===== src/rtl/cpu_pkg.sv =====
// Shared constants for the 8-bit CPU control path: opcodes, control-word bit
// positions and micro-step numbers.
package cpu_pkg;

  localparam logic [3:0] OP_NOP = 4'h0;
  localparam logic [3:0] OP_LDA = 4'h1;
  localparam logic [3:0] OP_ADD = 4'h2;
  localparam logic [3:0] OP_SUB = 4'h3;
  localparam logic [3:0] OP_STA = 4'h4;
  localparam logic [3:0] OP_LDI = 4'h5;
  localparam logic [3:0] OP_JMP = 4'h6;
  localparam logic [3:0] OP_JC  = 4'h7;
  localparam logic [3:0] OP_JZ  = 4'h8;
  localparam logic [3:0] OP_OUT = 4'hE;
  localparam logic [3:0] OP_HLT = 4'hF;

  localparam int unsigned CW_PC_OUT   = 0;
  localparam int unsigned CW_PC_INC   = 1;
  localparam int unsigned CW_PC_LOAD  = 2;
  localparam int unsigned CW_MAR_IN   = 3;
  localparam int unsigned CW_RAM_OUT  = 4;
  localparam int unsigned CW_RAM_IN   = 5;
  localparam int unsigned CW_IR_IN    = 6;
  localparam int unsigned CW_IR_OUT   = 7;
  localparam int unsigned CW_A_IN     = 8;
  localparam int unsigned CW_A_OUT    = 9;
  localparam int unsigned CW_B_IN     = 10;
  localparam int unsigned CW_ALU_OUT  = 11;
  localparam int unsigned CW_ALU_SUB  = 12;
  localparam int unsigned CW_FLAGS_IN = 13;
  localparam int unsigned CW_OUT_IN   = 14;
  localparam int unsigned CW_W        = 15;

  typedef logic [CW_W-1:0] ctrl_word_t;

  localparam logic [2:0] T0 = 3'd0;
  localparam logic [2:0] T1 = 3'd1;
  localparam logic [2:0] T2 = 3'd2;
  localparam logic [2:0] T3 = 3'd3;
  localparam logic [2:0] T4 = 3'd4;

endpackage


===== src/rtl/control_decoder.sv =====
// Combinational microcode ROM: (step, opcode, flags) -> control word, plus
// markers for the instruction's final step and the halt step.
module control_decoder
  import cpu_pkg::*;
#(
  parameter int unsigned OPCODE_W = 4,
  parameter int unsigned STEP_W   = 3
) (
  input  logic [STEP_W-1:0]   step,
  input  logic [OPCODE_W-1:0] opcode,
  input  logic                carry_flag,
  input  logic                zero_flag,
  output ctrl_word_t          ctrl,
  output logic                last_step,
  output logic                halt_step
);

  always_comb begin
    ctrl      = '0;
    last_step = 1'b0;
    halt_step = 1'b0;
    case (step)
      T0: begin
        ctrl[CW_PC_OUT] = 1'b1;
        ctrl[CW_MAR_IN] = 1'b1;
      end
      T1: begin
        ctrl[CW_RAM_OUT] = 1'b1;
        ctrl[CW_IR_IN]   = 1'b1;
        ctrl[CW_PC_INC]  = 1'b1;
      end
      T2: begin
        case (opcode)
          OP_LDA, OP_ADD, OP_SUB, OP_STA: begin
            ctrl[CW_IR_OUT] = 1'b1;
            ctrl[CW_MAR_IN] = 1'b1;
          end
          OP_LDI: begin
            ctrl[CW_IR_OUT] = 1'b1;
            ctrl[CW_A_IN]   = 1'b1;
            last_step       = 1'b1;
          end
          OP_JMP: begin
            ctrl[CW_IR_OUT]  = 1'b1;
            ctrl[CW_PC_LOAD] = 1'b1;
            last_step        = 1'b1;
          end
          OP_JC, OP_JZ: begin
            // A jump not taken drives nothing at all, not even the operand.
            if ((opcode == OP_JC) ? carry_flag : zero_flag) begin
              ctrl[CW_IR_OUT]  = 1'b1;
              ctrl[CW_PC_LOAD] = 1'b1;
            end
            last_step = 1'b1;
          end
          OP_OUT: begin
            ctrl[CW_A_OUT]  = 1'b1;
            ctrl[CW_OUT_IN] = 1'b1;
            last_step       = 1'b1;
          end
          OP_HLT:  halt_step = 1'b1;
          default: last_step = 1'b1;
        endcase
      end
      T3: begin
        case (opcode)
          OP_LDA: begin
            ctrl[CW_RAM_OUT] = 1'b1;
            ctrl[CW_A_IN]    = 1'b1;
            last_step        = 1'b1;
          end
          OP_ADD, OP_SUB: begin
            ctrl[CW_RAM_OUT] = 1'b1;
            ctrl[CW_B_IN]    = 1'b1;
          end
          OP_STA: begin
            ctrl[CW_A_OUT]  = 1'b1;
            ctrl[CW_RAM_IN] = 1'b1;
            last_step       = 1'b1;
          end
          default: last_step = 1'b1;
        endcase
      end
      T4: begin
        if (opcode == OP_ADD || opcode == OP_SUB) begin
          ctrl[CW_ALU_OUT]  = 1'b1;
          ctrl[CW_A_IN]     = 1'b1;
          ctrl[CW_FLAGS_IN] = 1'b1;
          ctrl[CW_ALU_SUB]  = (opcode == OP_SUB);
        end
        last_step = 1'b1;
      end
      // Unused step encodings fall back to fetch.
      default: last_step = 1'b1;
    endcase
  end

endmodule


===== src/rtl/control_sequencer.sv =====
// Microcoded control unit: step counter and halt latch around the microcode
// decoder, with synchronous clear that also blanks every control line.
module control_sequencer
  import cpu_pkg::*;
#(
  parameter int unsigned OPCODE_W = 4,
  parameter int unsigned STEP_W   = 3
) (
  input  logic              clock,
  input  logic              clear,
  input  logic [7:0]        instr,
  input  logic              carry_flag,
  input  logic              zero_flag,
  output logic              pc_out,
  output logic              pc_inc,
  output logic              pc_load,
  output logic              mar_in,
  output logic              ram_out,
  output logic              ram_in,
  output logic              ir_in,
  output logic              ir_out,
  output logic              a_in,
  output logic              a_out,
  output logic              b_in,
  output logic              alu_out,
  output logic              alu_sub,
  output logic              flags_in,
  output logic              out_in,
  output logic              halted,
  output logic [STEP_W-1:0] step
);

  logic [STEP_W-1:0] step_q, step_d;
  logic              halted_q, halted_d;
  ctrl_word_t        ctrl_raw, ctrl;
  logic              last_step, halt_step;

  control_decoder #(
    .OPCODE_W(OPCODE_W),
    .STEP_W  (STEP_W)
  ) u_decoder (
    .step      (step_q),
    .opcode    (instr[7:8-OPCODE_W]),
    .carry_flag(carry_flag),
    .zero_flag (zero_flag),
    .ctrl      (ctrl_raw),
    .last_step (last_step),
    .halt_step (halt_step)
  );

  always_comb begin
    step_d   = step_q;
    halted_d = halted_q;
    if (clear) begin
      step_d   = '0;
      halted_d = 1'b0;
    end else if (!halted_q) begin
      // Entering halt freezes step where it is.
      if (halt_step) begin
        halted_d = 1'b1;
      end else if (last_step) begin
        step_d = '0;
      end else begin
        step_d = step_q + STEP_W'(1);
      end
    end
  end

  always_ff @(posedge clock) begin
    step_q   <= step_d;
    halted_q <= halted_d;
  end

  always_comb begin
    ctrl = ctrl_raw;
    if (clear || halted_q) begin
      ctrl = '0;
    end
  end

  assign pc_out   = ctrl[CW_PC_OUT];
  assign pc_inc   = ctrl[CW_PC_INC];
  assign pc_load  = ctrl[CW_PC_LOAD];
  assign mar_in   = ctrl[CW_MAR_IN];
  assign ram_out  = ctrl[CW_RAM_OUT];
  assign ram_in   = ctrl[CW_RAM_IN];
  assign ir_in    = ctrl[CW_IR_IN];
  assign ir_out   = ctrl[CW_IR_OUT];
  assign a_in     = ctrl[CW_A_IN];
  assign a_out    = ctrl[CW_A_OUT];
  assign b_in     = ctrl[CW_B_IN];
  assign alu_out  = ctrl[CW_ALU_OUT];
  assign alu_sub  = ctrl[CW_ALU_SUB];
  assign flags_in = ctrl[CW_FLAGS_IN];
  assign out_in   = ctrl[CW_OUT_IN];
  assign halted   = halted_q;
  assign step     = step_q;

endmodule


===== config.mk =====
export PLATFORM = sky130hd
export DESIGN_NAME = control_sequencer
export DESIGN_NICKNAME = d
export VERILOG_FILES = /design/src/rtl/cpu_pkg.sv /design/src/rtl/control_decoder.sv /design/src/rtl/control_sequencer.sv
export SDC_FILE = /design/constraint.sdc
export NUM_CORES = 1
export LEC_CHECK = 0
export ABC_AREA = 0
export CORE_UTILIZATION = 38
export CTS_CLUSTER_DIAMETER = 120
export DETAILED_ROUTE_END_ITERATION = 7
export PLACE_DENSITY_LB_ADDON = 0.05
export SLEW_MARGIN = 20
export SYNTH_ARGS = -nofsm -noshare
export SYNTH_HDL_FRONTEND = slang
export SYNTH_SLANG_ARGS = --single-unit

===== constraint.sdc =====
create_clock -name clock -period 2.17 [get_ports clock]
set_input_delay 0.217 -clock clock [delete_from_list [all_inputs] [get_ports clock]]
set_output_delay 0.217 -clock clock [all_outputs]
set_load 0.005 [all_outputs]

==> flow_metrics.env <==
export IMPL_post_route_util=0.752
export IMPL_fin_nets=132
export IMPL_cts_setup_buffers=0
export IMPL_antenna_found_initial=0
export IMPL_wl_per_cell_um=12.5
export IMPL_cts_root_buf="clkbuf_4"
export IMPL_num_io_pins=31
export IMPL_cts_sinks=4
export IMPL_crit_path_start_kind="flip-flop"
export IMPL_ys_seq_area_frac=0.138
export IMPL_first_global_vias=633
export IMPL_drtIter0Drc=9
export IMPL_synth_area_per_cell_um2=8.08
export IMPL_rows=13
export IMPL_rsz0062_at_grt="no"
export IMPL_initial_core_util=0.426
export IMPL_drive_above_1_share=0.345
export IMPL_synthTopCellsByArea="dfxtp_1, ha_1, inv_1"
export IMPL_ant_nets=0
export IMPL_yosys_area_top_type_share=0.138
export IMPL_p_leak_nw=0.483
export IMPL_nFillCells=112
export IMPL_grt_remaining_overflow=0
export IMPL_slew_violations=0
export IMPL_die_y_um=41.1
export IMPL_ys_flop_type="dfxtp_1"
export IMPL_syn_area_um2=582
export IMPL_setup_violations=0
export IMPL_final_area_mm2=0.00103
export IMPL_cpPeakStageDelay_ps=330
export IMPL_cp_required_ps=1950
export IMPL_drc_errors=0
export IMPL_multi_input_area_um2=479
export IMPL_vias_per_cell=5.34
export IMPL_outcome="finished clean"
export IMPL_tightest_slew_ps=443
export IMPL_synth_commonest_cells="inv_1, ha_1, nand2_1"
export IMPL_hp_class="flip-flop to flip-flop"
export IMPL_num_vias=684
export IMPL_dr_pass1_iters=4
export IMPL_worst_setup_path_end_kind="output pin"
export IMPL_min_period_over_period=0.958
export IMPL_h_tree_depth=1
export IMPL_finalCriticalPeriod_ps=2080
export IMPL_crit_family="simple AND/OR/NAND/NOR gates"
export IMPL_clockBufferDepth=2
export IMPL_ff2ff_setup_slack_ps=580
export IMPL_cp_cell_sequence="inv_1 > ha_1 > nor2b_4 > and2_4 > and4_1 > or2_2 > dlygate4sd2_1"
export IMPL_areaGrowthSynthToFinish_pct=76.6
export IMPL_synth_distinct_cells=39
export IMPL_cts_tree="yes"
export IMPL_ys_ff_latch=4
export IMPL_hpwl_mm=1.25
export IMPL_cp_depth=7
export IMPL_r2r_end="step[0]$_SDFFE_PP0P_"
export IMPL_numCtsBuffers=3
export IMPL_relSlewSlack=0.697
export IMPL_clk_pin_slew_ps=40
export IMPL_grt_total_usage=0.214
export IMPL_antenna_cells=0
export IMPL_io_buffers=26
export IMPL_p_per_area_mw_per_mm2=668
export IMPL_ff2ff_path_depth=6
export IMPL_worstSetupPathType="flip-flop to output pin"
export IMPL_synth_most_common_cell="inv_1"
export IMPL_syn_inst=72
export IMPL_synth_largest_area_cell="dfxtp_1"
export IMPL_vdd_drop_max_mv=0.666
export IMPL_crit_start="step[0]$_SDFFE_PP0P_"
export IMPL_seq_area_um2=82.6
export IMPL_r2r_start="step[0]$_SDFFE_PP0P_"
export IMPL_die_w_um=41.1
export IMPL_grt_pass1_wl_mm=2.48
export IMPL_core_mm2=0.00137
export IMPL_synth_edf_count=0
export IMPL_worstPathArrival_ps=1860
export IMPL_gp_congestion=0.851
export IMPL_yosysWarningCount=0
export IMPL_hold_end="step[1]$_SDFFE_PP0P_"
export IMPL_grt_max_degree=15
export IMPL_ys_async_sr_fraction=0
export IMPL_hold_path_depth=1
export IMPL_post_dp_cell_area_um2=935
export IMPL_worstPathMaxFanout=4
export IMPL_hold_viol=0
export IMPL_drt_total_wl_mm=1.60
export IMPL_hp_start="step[1]$_SDFFE_PP0P_"
export IMPL_skew_ps=3.44
export IMPL_slowest_stage="dfxtp_2"
export IMPL_dieArea_mm2=0.00169
export IMPL_max_freq_mhz=481
export IMPL_maxCapViolCount=0
export IMPL_critPathBufInv=2
export IMPL_synth_nets=89
export IMPL_clock_latency_ps=230
flip-flops by register name, indices dropped and copies added, names as in the netlist:
name	count
halted	1
step	3
timing repair:
action | in CTS | in global routing
hold buffers | 0 | 0
setup endpoints to repair | 8 | 10
resized for setup | 11 | 9
pin swaps | 0 | 3
per-stage QoR:
step / hold WS [ps] / cells / setup WS (ps) / total power [mW] / setup TNS [ps]
floorplan: 306 / 72 / 407 / 0.345 / 0
global placement: 541 / 125 / -109 / 0.540 / -428
detailed placement: 541 / 125 / -108 / 0.550 / -418
CTS: 514 / 128 / 3.68 / 0.671 / 0
global route: 558 / 128 / 5.71 / 0.731 / 0
finish: 534 / 128 / 92.0 / 0.686 / 0
cells in the final DEF, fill, tap and decap left out, types with 3 or more instances in the layout:
| cell type | synthesis | final |
|---|---|---|
| nor4_1 | 3 | 3 |
| nand2_1 | 5 | 5 |
| buf_4 | 2 | 17 |
| clkbuf_4 | 0 | 3 |
| nor3_1 | 3 | 3 |
| clkdlybuf4s50_1 | 0 | 19 |
| dlygate4sd2_1 | 0 | 3 |
| nor2_1 | 4 | 3 |
| dlymetal6s2s_1 | 0 | 4 |
| inv_1 | 8 | 8 |
where the power goes:
group / internal, mW / switching (mW) / total (mW)
logic: 0.274 / 0.197 / 0.471
registers: 0.0986 / 0.0251 / 0.124
clock network: 0.0618 / 0.0297 / 0.0915
total: 0.434 / 0.252 / 0.686
final cells by class:
| cell class | instances | area share |
|---|---|---|
| Sequential cell | 4 | 0.0804 |
| Multi-Input combinational cell | 55 | 0.467 |
| Clock buffer | 3 | 0.0219 |
| Timing Repair Buffer | 43 | 0.384 |
| Inverter | 8 | 0.0292 |
| Tap cell | 15 | 0.0183 |
cells by family (layout without fill, tap and decap cells):
logic type | count (synthesis) | after routing | synth area share
buf+inv | 13 | 54 | 0.144
flops | 4 | 4 | 0.138
mux | 2 | 2 | 0.0387
compound gates | 16 | 16 | 0.222
fa+ha+maj | 5 | 5 | 0.108
xor+xnor | 1 | 1 | 0.0151
simple gates | 31 | 31 | 0.335
how the worst max path moves through the flow:
stage	to
floorplan	a_out
global placement	alu_sub
detailed placement	alu_sub
CTS	mar_in
global route	out_in
finish	a_out
metal layers:
metal,wire [µm],GRT usage,vias up
met5,0,0,-
met4,19,0.0726,0
met3,78,0.00543,2
met2,812,0.406,20
met1,693,0.253,310
li1,-,-,352
No activity file was read; power rests on OpenSTA's default activity.
